`config.mk`:
```
export PLATFORM = sky130hd
export DESIGN_NAME = ftran_sweep_ctrl
export DESIGN_NICKNAME = d
export VERILOG_FILES = /design/src/rtl/ftran_pkg.sv /design/src/rtl/ftran_rail_drv.sv /design/src/rtl/ftran_sweep_ctrl.sv
export SDC_FILE = /design/constraint.sdc
export NUM_CORES = 1
export LEC_CHECK = 0
export BUFFER_PORTS_ARGS = -buffer_cell sky130_fd_sc_hd__buf_2
export CAP_MARGIN = 10
export CELL_PAD_IN_SITES_DETAIL_PLACEMENT = 0
export CELL_PAD_IN_SITES_GLOBAL_PLACEMENT = 2
export CORE_ASPECT_RATIO = 1.75
export CORE_UTILIZATION = 31
export DETAILED_ROUTE_END_ITERATION = 6
export GPL_ROUTABILITY_DRIVEN = 0
export PLACE_DENSITY_LB_ADDON = 0.15
export SYNTH_ARGS = -nofsm -noshare
export SYNTH_HDL_FRONTEND = slang
export SYNTH_SLANG_ARGS = --single-unit
```
`constraint.sdc`:
```
create_clock -name clk -period 2.3 [get_ports clk]
set_clock_uncertainty 0.05 [all_clocks]
set_input_delay 0.46 -clock clk [delete_from_list [all_inputs] [get_ports clk]]
set_output_delay 0.46 -clock clk [all_outputs]
set_load 0.01 [all_outputs]
```
`src/rtl/ftran_pkg.sv`:
```
// rtl/ftran_pkg.sv - shared types and constants for the gate sweep controller
package ftran_pkg;

  localparam logic [15:0] GOLDEN_DEFAULT = 16'hFC51;
  localparam int          IDX_W          = 4;
  localparam int          CNT_W          = 4;

  typedef enum logic [2:0] {
    ST_IDLE,
    ST_DRIVE,
    ST_SETTLE,
    ST_SAMPLE,
    ST_FIN
  } state_t;

  // Down-counter preload so that SETTLE spans exactly settle_cyc cycles
  function automatic logic [CNT_W-1:0] settle_load(input int settle_cyc);
    return CNT_W'(settle_cyc - 1);
  endfunction

endpackage

```
`src/rtl/ftran_rail_drv.sv`:
```
// rtl/ftran_rail_drv.sv - registered dual-rail vector driver, resets to vector 0
module ftran_rail_drv
  import ftran_pkg::*;
(
  input  logic             clk,
  input  logic             rst_n,
  input  logic             load,
  input  logic [IDX_W-1:0] vec,
  output logic             A,
  output logic             B,
  output logic             C,
  output logic             D,
  output logic             notA,
  output logic             notB,
  output logic             notC,
  output logic             notD
);

  // Both rails are separate flops loaded on the same edge so neither ever glitches
  logic [IDX_W-1:0] true_q, true_d;
  logic [IDX_W-1:0] comp_q, comp_d;

  // Next rail values: take the new vector on load, otherwise hold
  always_comb begin
    true_d = true_q;
    comp_d = comp_q;
    if (load) begin
      true_d = vec;
      comp_d = ~vec;
    end
  end

  // Rail registers; reset places vector 0 on the true rail and all ones on the complement
  always_ff @(posedge clk or negedge rst_n) begin
    if (!rst_n) begin
      true_q <= '0;
      comp_q <= '1;
    end else begin
      true_q <= true_d;
      comp_q <= comp_d;
    end
  end

  assign A    = true_q[3];
  assign B    = true_q[2];
  assign C    = true_q[1];
  assign D    = true_q[0];
  assign notA = comp_q[3];
  assign notB = comp_q[2];
  assign notC = comp_q[1];
  assign notD = comp_q[0];

endmodule

```
`src/rtl/ftran_sweep_ctrl.sv`:
```
// rtl/ftran_sweep_ctrl.sv - sweeps all 16 input vectors of a gate and logs mismatches
module ftran_sweep_ctrl
  import ftran_pkg::*;
#(
  parameter logic [15:0] GOLDEN     = GOLDEN_DEFAULT,
  parameter int          SETTLE_CYC = 2
) (
  input  logic        clk,
  input  logic        rst_n,
  input  logic        start,
  input  logic        stop,
  input  logic        dut_out,
  output logic        A,
  output logic        B,
  output logic        C,
  output logic        D,
  output logic        notA,
  output logic        notB,
  output logic        notC,
  output logic        notD,
  output logic        busy,
  output logic        done,
  output logic        pass,
  output logic [4:0]  err_cnt,
  output logic [3:0]  first_fail,
  output logic [15:0] fail_map
);

  state_t           state_q, state_d;
  logic [IDX_W-1:0] idx_q, idx_d;
  logic [CNT_W-1:0] cnt_q, cnt_d;
  logic             busy_q, busy_d;
  logic             done_q, done_d;
  logic             pass_q, pass_d;
  logic [4:0]       err_q, err_d;
  logic [3:0]       ff_q, ff_d;
  logic [15:0]      map_q, map_d;
  logic             rail_load;
  logic [IDX_W-1:0] rail_vec;
  logic             mismatch;

  assign mismatch = (dut_out != GOLDEN[idx_q]);

  // Next-state and result bookkeeping; stop overrides everything while busy
  always_comb begin
    state_d   = state_q;
    idx_d     = idx_q;
    cnt_d     = cnt_q;
    pass_d    = pass_q;
    err_d     = err_q;
    ff_d      = ff_q;
    map_d     = map_q;
    rail_load = 1'b0;
    rail_vec  = idx_q;

    unique case (state_q)
      ST_IDLE: begin
        if (start && !stop) begin
          err_d   = '0;
          map_d   = '0;
          ff_d    = '0;
          pass_d  = 1'b0;
          idx_d   = '0;
          state_d = ST_DRIVE;
        end
      end
      ST_DRIVE: begin
        rail_load = 1'b1;
        rail_vec  = idx_q;
        cnt_d     = settle_load(SETTLE_CYC);
        state_d   = ST_SETTLE;
      end
      ST_SETTLE: begin
        if (cnt_q == '0) begin
          state_d = ST_SAMPLE;
        end else begin
          cnt_d = cnt_q - 1'b1;
        end
      end
      ST_SAMPLE: begin
        if (mismatch) begin
          map_d[idx_q] = 1'b1;
          err_d        = err_q + 5'd1;
          if (err_q == '0) begin
            ff_d = idx_q;
          end
        end
        if (idx_q == 4'd15) begin
          state_d = ST_FIN;
        end else begin
          idx_d   = idx_q + 1'b1;
          state_d = ST_DRIVE;
        end
      end
      ST_FIN: begin
        rail_load = 1'b1;
        rail_vec  = '0;
        state_d   = ST_IDLE;
      end
      default: begin
        state_d = ST_IDLE;
      end
    endcase

    if (state_q == ST_SAMPLE && state_d == ST_FIN) begin
      pass_d = (err_d == '0);
    end

    if (state_q != ST_IDLE && stop) begin
      state_d   = ST_IDLE;
      idx_d     = '0;
      cnt_d     = '0;
      pass_d    = 1'b0;
      err_d     = err_q;
      map_d     = map_q;
      ff_d      = ff_q;
      rail_load = 1'b1;
      rail_vec  = '0;
    end

    busy_d = (state_d != ST_IDLE);
    done_d = (state_d == ST_FIN);
  end

  // FSM and registered status outputs
  always_ff @(posedge clk or negedge rst_n) begin
    if (!rst_n) begin
      state_q <= ST_IDLE;
      idx_q   <= '0;
      cnt_q   <= '0;
      busy_q  <= 1'b0;
      done_q  <= 1'b0;
      pass_q  <= 1'b0;
      err_q   <= '0;
      ff_q    <= '0;
      map_q   <= '0;
    end else begin
      state_q <= state_d;
      idx_q   <= idx_d;
      cnt_q   <= cnt_d;
      busy_q  <= busy_d;
      done_q  <= done_d;
      pass_q  <= pass_d;
      err_q   <= err_d;
      ff_q    <= ff_d;
      map_q   <= map_d;
    end
  end

  ftran_rail_drv u_rail (
    .clk  (clk),
    .rst_n(rst_n),
    .load (rail_load),
    .vec  (rail_vec),
    .A    (A),
    .B    (B),
    .C    (C),
    .D    (D),
    .notA (notA),
    .notB (notB),
    .notC (notC),
    .notD (notD)
  );

  assign busy       = busy_q;
  assign done       = done_q;
  assign pass       = pass_q;
  assign err_cnt    = err_q;
  assign first_fail = ff_q;
  assign fail_map   = map_q;

endmodule

```
# [Word level (Yosys, flattened, before mapping)]
# Memories as Yosys holds them, arrays and structs flattened.
# Index checks and enable logic that the tools add are counted.
[totals] rom_bits=16 ff_bits=47 elab_cells=88 memories=1 out_inout_bits=36
[memory_table] memory="(no name shown)" words=16 word_bits=1 read_ports=1 rd_ports_with_merged_regs=0 write_ports=0 line="ftran_sweep_ctrl.sv:42" rtl="assign mismatch = (dut_out != GOLDEN[idx_q]);"
[classes] order_cmp=2 n_bitwise=3 n_reduce_logical=22 mux=32 addsub=3 eq_ne=14
[op_table] operator="two-way mux 4 bit" count=9
[op_table] operator="two-way mux 16 bit" count=2
[op_table] operator="case mux 16 bit (2 select lines)" count=1
[op_table] operator="case mux 4 bit (2 select lines)" count=3
[op_table] operator="nonzero test 3 bit" count=6
[op_table] operator="bitwise OR 16 bit" count=1
[op_table] operator="two-way mux 3 bit" count=4
[op_table] operator="case mux 3 bit (4 select lines)" count=1
[op_table] operator="zero test 5 bit" count=2
[op_table] operator="two-way mux 5 bit" count=2
[op_table] operator="case mux 5 bit (2 select lines)" count=1
[op_table] operator="== test 3 bit (second input constant)" count=3
[op_table] operator="two-way mux 1 bit" count=8
[op_table] operator="== test 3 x 2 -> 1 bit (second input constant)" count=2
[op_table] operator="inequality test 2 bit (second input constant)" count=3
[op_table] operator="inequality test 3 bit (second input constant)" count=2
[op_table] operator="adder 5 x 1 -> 5 bit (second input constant)" count=1
[op_table] operator="< comparator 4 x 5 -> 1 bit (second input constant)" count=1
[op_table] operator="AND reduction 5 bit" count=1
[op_table] operator="adder 4 x 1 -> 4 bit (second input constant)" count=1
[op_table] operator="demux 1 bit (select 4 bit)" count=1
[op_table] operator="== test 4 bit (second input constant)" count=1
[op_table] operator="greater-or-equal comparator 4 x 1 -> 1 bit (second input constant)" count=1
[op_table] operator="logical AND 1 bit" count=4
[op_table] operator="14 further kinds" count=15

# [Longest topological paths before layout]
# Gate-level depths: netlist of the first run.
[logic_depth] word_depth=8 depth_mapped=8 ltp_nobuf=8

# [By module]
# A second synthesis of the first run with hierarchy kept.
[unflattened] cells_unflattened=230 hier_area_um2=2416.1
[by_module_without_submodules] module="ftran_sweep_ctrl" cells_per_inst=209 area_per_inst_um2=2084.5 seq_area_each_um2=975.9 instances=1
[by_module_without_submodules] module="ftran_rail_drv" cells_per_inst=21 area_per_inst_um2=331.6 seq_area_each_um2=205.2 instances=1

# [Least setup slack after synthesis of the first run]
# OpenSTA, ideal clock, no wires.
[synth_timing] path_type="flip-flop to flip-flop" from="register idx_q[0]" to="register ff_q[0] (netlist: first_fail[0])" stages_incl_launch_ff=9 synth_period_minus_slack_ns=2.292 slack_ns=0.008 setup_time_ns=0.125 t_arrival_ns=2.117 path_cell_list="dfrtp_1 -> inv_1 -> ha_1 -> nor2_1 -> or4_4 -> a31oi_4 -> o21ai_4 -> a21oi_4 -> mux2_2"
[synth_between] elab_chain_cells=5
[synth_lines] element="start: declaration" line="ftran_sweep_ctrl.sv:30" rtl="logic [IDX_W-1:0] idx_q, idx_d;"
[synth_lines] element="start signal: assignment" line="ftran_sweep_ctrl.sv:139" rtl="idx_q <= idx_d;"
[synth_lines] element="memory read (16 x 1 bit)"
[synth_lines] element="two-way mux 1 bit (implied by the code)" line="ftran_sweep_ctrl.sv:42"
[synth_lines] element="inequality test 1 bit" line="ftran_sweep_ctrl.sv:42"
[synth_lines] element="inequality test 2 bit (no line)"
[synth_lines] element="AND reduction 5 bit (no line)"
[synth_lines] element="end signal: assignment" line="ftran_sweep_ctrl.sv:135" rtl="ff_q <= '0;"
[synth_lines] element="end signal: assignment" line="ftran_sweep_ctrl.sv:145" rtl="ff_q <= ff_d;"
[synth_lines] element="end: declaration" line="ftran_sweep_ctrl.sv:36" rtl="logic [3:0] ff_q, ff_d;"
# Several ways; a longest one is shown, not always the timed one. The select of a mux whose other input is x is not followed.
# A chain may end at the register's enable or synchronous reset.

# [Worst setup path after layout of the first run]
[layout_timing] from="register idx_q[0]" to="register ff_q[1] (netlist: first_fail[1])"
[layout_between] elab_chain_cells=5
[layout_lines] element="memory read (16 x 1 bit)"
[layout_lines] element="two-way mux 1 bit (implied by the code)" line="ftran_sweep_ctrl.sv:42"
[layout_lines] element="inequality test 1 bit" line="ftran_sweep_ctrl.sv:42"
[layout_lines] element="inequality test 2 bit (no line)"
[layout_lines] element="AND reduction 5 bit (no line)"
# No other way between the ends. The select of a mux whose other input is x is not followed.

==> results of run 1 <==
-- cells in the mapped netlist (2+ instances only) --
library cell   n  area, µm²
dfrtp_1       43       1080
nand2_1       30        113
o21ai_0       22        110
nor2_1        21       78.8
inv_1         16       60.1
a21oi_1       10       50.1
clkbuf_1      10       37.5
a22o_1         9       78.8
nand3_1        9       45.0
ha_1           8        100
and2_1         6       37.5
a31oi_1        5       31.3
mux2_2         5       56.3
nor3_1         5       25.0
dfstp_2        4        105
mux2i_1        4       40.0
o21ai_2        4       35.0
nand2b_1       3       18.8
o2111ai_1      3       26.3
buf_2          2       10.0
nor3b_2        2       25.0
nor4_1         2       12.5
o211ai_1       2       15.0
o21a_1         2       15.0
o31ai_1        2       15.0
o41ai_1        2       17.5
or2_2          2       12.5
or3_1          2       12.5
or4b_2         2       20.0
xor2_1         2       17.5
-- per-layer routing --
| layer | track usage, % | vias to the layer above |
|---|---|---|
| li1 | - | 1025 |
| met1 | 18.3 | 995 |
| met2 | 34.1 | 35 |
| met3 | 2.85 | 6 |
| met4 | 6.51 | 0 |
| met5 | 0 | - |
-- cells in the final DEF (no fill, tap or decap), drive strengths merged, types with 3 or more instances in the layout --
master	count
nand3	9
a21oi	11
a31oi	6
nor3	5
mux2i	4
a22o	9
dfrtp	43
or3	3
o21ai	27
and2	7
nand2b	3
nand2	30
nor2	21
o2111ai	3
buf	68
mux2	5
dfstp	4
inv	16
clkbuf	6
ha	8
-- power groups by stage --
stage	Sequential [mW]	Clock, mW	Combinational, mW
4_1_cts	1.01	0.894	1.04
3_3_place_gp	1.02	0	1.04
6_report	1.01	0.862	1.02
5_1_grt	1.03	0.915	1.17
3_5_place_dp	1.02	0	1.04
2_1_floorplan	1.02	0	0.617
-- worst max-delay path: cells and delay by family, from the launching register on --
family	cells	cell delay [ns]
buffers and inverters	1	0.07
adders and majority gates	1	0.17
muxes	1	0.34
AOI/OAI and AO/OA	3	0.55
DFF	1	0.40
and+or+nand+nor	2	0.50
-- sequential cells by signal (all words and copies together) (netlist names) --
register,flops
u_rail.true_q,4
state_q,3
idx_q,4
pass,1
done,1
cnt_q,4
first_fail,4
u_rail.comp_q,4
busy,1
fail_map,16
err_cnt,5
-- worst max-delay path by stage --
stage,start,slack [ns],cells past startpoint,endpoint
CTS,idx_q[0],0.05,8,first_fail[1]
global route,idx_q[0],0.01,8,fail_map[6]
global placement,dut_out,0.09,6,first_fail[0]
detailed placement,dut_out,0.07,6,first_fail[1]
floorplan,idx_q[0],0.008,8,first_fail[0]
finish,idx_q[0],0.11,8,first_fail[1]
-- per-stage QoR --
step           area (µm²)  worst slack (ns)  utilization (%)
6_report             3130             0.112             41.1
3_3_place_gp         2950            0.0938             38.7
4_1_cts              3120            0.0490             41.0
3_5_place_dp         2950            0.0651             38.7
5_1_grt              3130            0.0135             41.1
2_1_floorplan        2460           0.00784                -
-- cell families (layout without fill, tap and decap cells) --
| family | after synthesis | after routing | share of synthesized area, % |
|---|---|---|---|
| AOI/OAI and AO/OA | 67 | 67 | 19.1 |
| xor gates and xnor gates | 3 | 3 | 1.07 |
| adders and majority gates | 8 | 8 | 4.07 |
| buffers and inverters | 28 | 92 | 4.37 |
| DFF | 47 | 47 | 48.0 |
| muxes | 9 | 9 | 3.92 |
| and+or+nand+nor | 93 | 93 | 19.4 |
-- timing repair --
| action | in CTS | in global routing |
|---|---|---|
| hold endpoints to repair | 0 | 0 |
| buffers inserted | 0 | 1 |
| resized for setup | 0 | 3 |
| hold buffers | 0 | 0 |
| endpoints found under the setup margin | 0 | 19 |
-- final cells by class --
class | instances | area share (%)
sequential | 47 | 37.7
multi-input combinational | 180 | 37.4
inverter | 16 | 1.92
tap | 88 | 3.51
clock inverter | 2 | 1.12
timing repair buffer | 68 | 13.9
clock buffer | 6 | 4.43
==> impl_metrics.ini, run 1 <==
[timing]
rsz0062_at_grt = no
min_period_ns = 2.19
clock.fmax_ghz = 0.457
finalCritPeriodShare_pct = 95.1
tightest_slew_ns = 0.638
fin_hold_ws_ns = 0.140
final_hold_viol_count = 0
setup-violations-final = 0
slew_viol_final = 0
max_slew_margin_pct = 57.5
setup_tns_ns = 0

[min_path]
hp-class = in -> async

[drt]
route.met3.wl_um = 155
vias = 2061
dr.max_layer_used = met4
wl_per_cell_um = 16.5
drc = 0
dr_wl_met2_um = 3810
wirelength_met1_um = 2660
routed_wl_um = 6730
viasPerCell = 5.06
antenna_left = 0
drt_iter0_markers = 72
drt-pass1-iter-count = 4

[clocking]
numCtsBuffers = 5
root_buffer = clkbuf_16
clk_pin_slew_worst_paths_ns = 0.06
cts_tree = built
cts_buffer_depth = 2
insertion_delay_ns = 0.29
cts.sinks = 47
cts_max_level = 2

[grt]
grt_pass1_vias = 2114
overflow = 0
grt_antenna_before_repair = 0
grt_max_degree = 26
grt_use_total_pct = 17.5
grt_pass1_wl_um = 11100

[logic_synthesis]
ys_seq_elements = 47
async_reset_ff_share_pct = 100
yosys_warnings = 0
synth_area_per_cell_um2 = 9.65
syn_inst = 255
synth_edf_count = 0
syn_nets = 268
yosysUniqueCellTypes = 46
ys_seq_area_share_pct = 48.0
synth_flop_cell = dfrtp_1
synthesis.area_um2 = 2460

[floorplan]
dieArea_um2 = 8310
initial_core_util_pct = 32.3
rows = 42
die_w_um = 69.3
coreArea_um2 = 7620
fp.dieH_um = 120
pin_count = 41

[layout]
area_growth_pct = 27.4
final_cell_count_no_fill = 407
antenna_cells = 0
final.fill_count = 770
drive_above_1_share_pct = 32.9
multiInputGateArea_um2 = 1170
nets = 331
seq_area_um2 = 1180

[critical_path]
worstSetupStartpointType = flop
slowest_delay_ns = 0.45
cp_cell_sequence = inv_2, ha_2, nor2_1, or4_4, a31oi_4, o21ai_4, a21oi_4, mux2_2
worstPathRequired_ns = 2.43
path_max_fanout = 6
cp_slowest_cell = or4_4
crit_arrival_ns = 2.32
crit_type = reg -> reg
r2r-end = first_fail[1]
r2r-start = idx_q[0]
r2r_slack_ns = 0.11
reg2reg_depth = 8
cp-end-kind = flop

[power]
seqPwrFrac_pct = 34.9
power_density_nw_per_um2 = 923
ir_drop_v = 0.000401
p_int_mw = 1.89
p_sw_share_pct = 34.6
switchingPower_mw = 1.00
comb_power_share_pct = 35.4
finalPower_mw = 2.89
p_leak_nw = 1.49
p_clk_share_pct = 29.8

[run_status]
status = complete, no violations

[job]
drv_cap = 0

[place]
io_buffer_count = 40
dp.cells = 398
dp_hpwl_um = 5150
(Power assumes the default switching activity.)
==> run 2, diff against run 1 <==
Settings changed: CORE_UTILIZATION 31 to 35.
Clock period 2.3 ns to 2.2 ns, I/O delays scaled along.
==> run 2 against run 1 <==
  * Sequential share of layout area decreased by 0.40 points
  * Cell count is 0.25% lower
  * Clock power shrank 7.9%
  * Sequential power about the same
  * Critical path depth did not move
  * Sequential cell count did not move
  * Worst hold slack lost 0.036 ns
  * Total power is 2.0% higher
==> impl_metrics.ini, run 2 (same netlist as run 1, synthesis figures left out) <==
[place]
io_buffer_count = 40
dp_hpwl_um = 4930

[layout]
area_growth_pct = 28.8
final.fill_count = 707
mostFrequentLayoutCell = dfrtp_1
final_cell_mix = dfrtp_1, buf_2, nand2_1, buf_4, o21ai_0
fin_util_pct = 46.5
largest_reg_flops = 16
drive_above_1_share_pct = 34.5
antenna_cells = 0
nets = 334

[grt]
grt_pass1_wl_um = 10700
grt_use_total_pct = 19.1
grt_max_degree = 25
grt_antenna_before_repair = 0
overflow = 0
grt_pass1_vias = 2192

[timing]
max_slew_margin_pct = 61.0
clock.fmax_ghz = 0.460
final_hold_viol_count = 0
finalCritPeriodShare_pct = 98.9
setup-violations-final = 0
min_period_ns = 2.18
slew_viol_final = 0
setup_tns_ns = 0
rsz0062_at_grt = yes
tightest_slew_ns = 0.585

[floorplan]
initial_core_util_pct = 36.1
rows = 40
coreArea_um2 = 6810
die_w_um = 65.4
pin_count = 41
dieArea_um2 = 7380
fp.dieH_um = 113

[clocking]
cts.sinks = 47
cts_max_level = 2
clk_pin_slew_worst_paths_ns = 0.06
cts_tree = built
root_buffer = clkbuf_16
numCtsBuffers = 5
insertion_delay_ns = 0.28
hold_buffers = 0
cts_buffer_depth = 2

[critical_path]
cp_cell_sequence = inv_2, ha_4, nor2_2, or4_4, a31oi_4, o21ai_4, a21oi_4, mux2_4
path_max_fanout = 6
worstSetupStartpointType = flop
crit_arrival_ns = 2.30
crit_type = reg -> reg
r2r-end = first_fail[0]
r2r_slack_ns = 0.02
worstPathRequired_ns = 2.32
r2r-start = idx_q[0]
slowest_delay_ns = 0.46
reg2reg_depth = 8
cp-end-kind = flop
cp_slowest_cell = or4_4

[min_path]
hp-class = in -> async

[drt]
viasPerCell = 5.10
dr_wl_met2_um = 3570
vias = 2071
antenna_left = 0
dr.max_layer_used = met4
routed_wl_um = 6390
wirelength_met1_um = 2450
wl_per_cell_um = 15.7
drt_iter0_markers = 111
drc = 0
drt-pass1-iter-count = 5
route.met3.wl_um = 198

[power]
power_density_nw_per_um2 = 932
ir_drop_v = 0.000476
p_leak_nw = 1.51

[run_status]
status = complete, no violations

[job]
drv_cap = 0
==> run 2: worst max-delay path, delay by kind of cell, from the launching register on <==
family	cells	cell delay, ns
and+or+nand+nor	2	0.50
DFF	1	0.41
adders and majority gates	1	0.13
AOI/OAI and AO/OA	3	0.56
buffers and inverters	1	0.09
muxes	1	0.31
==> run 2: worst max path at each step <==
stage | start | endpoint | cells after the start | slack (ns)
4_1_cts | idx_q[0] | pass | 8 | 0.009
2_1_floorplan | idx_q[0] | first_fail[0] | 8 | 0.01
5_1_grt | idx_q[0] | err_cnt[3] | 7 | -0.08
6_report | idx_q[0] | first_fail[0] | 8 | 0.02
3_5_place_dp | idx_q[0] | first_fail[0] | 8 | 0.02
3_3_place_gp | idx_q[0] | pass | 8 | 0.04
==> run 2: cell type report <==
type	instances	area, µm²	share of cell area, %
well taps	84	105	3.32
inverters	16	60.1	1.90
repair buffers	71	458	14.5
flip-flops and latches	47	1180	37.3
multi-input cells	180	1210	38.1
clock buffers	8	156	4.94
==> run 2: what timing repair did <==
item / CTS / global route
setup endpoints to repair: 0 / 21
setup buffers: 0 / 2
resized for setup: 0 / 6
==> run 2: routing by layer <==
layer | vias up | track usage, %
li1 | 1030 | -
met1 | 985 | 21.0
met2 | 44 | 35.1
met3 | 12 | 3.33
met4 | 0 | 7.83
met5 | - | 0
==> run 2: per-stage QoR <==
| step | hold WS, ns | total power, mW | area (µm²) | worst slack (ns) | std cells |
|---|---|---|---|---|---|
| after floorplan | 0.0944 | 1.71 | 2470 | 0.0111 | 255 |
| after global placement | 0.411 | 2.17 | 2970 | 0.0419 | 396 |
| after detailed placement | 0.412 | 2.17 | 2970 | 0.0230 | 396 |
| after CTS | 0.121 | 2.98 | 3130 | 0.00900 | 404 |
| after global routing | 0.147 | 3.16 | 3170 | -0.0839 | 406 |
| final | 0.103 | 2.95 | 3170 | 0.0239 | 406 |
==> run 2: power breakdown <==
part           total (mW)  switching, mW  internal, mW
Sequential           1.01         0.0587         0.955
Combinational        1.14          0.674         0.471
Clock               0.794          0.310         0.484
Total                2.95           1.04          1.91
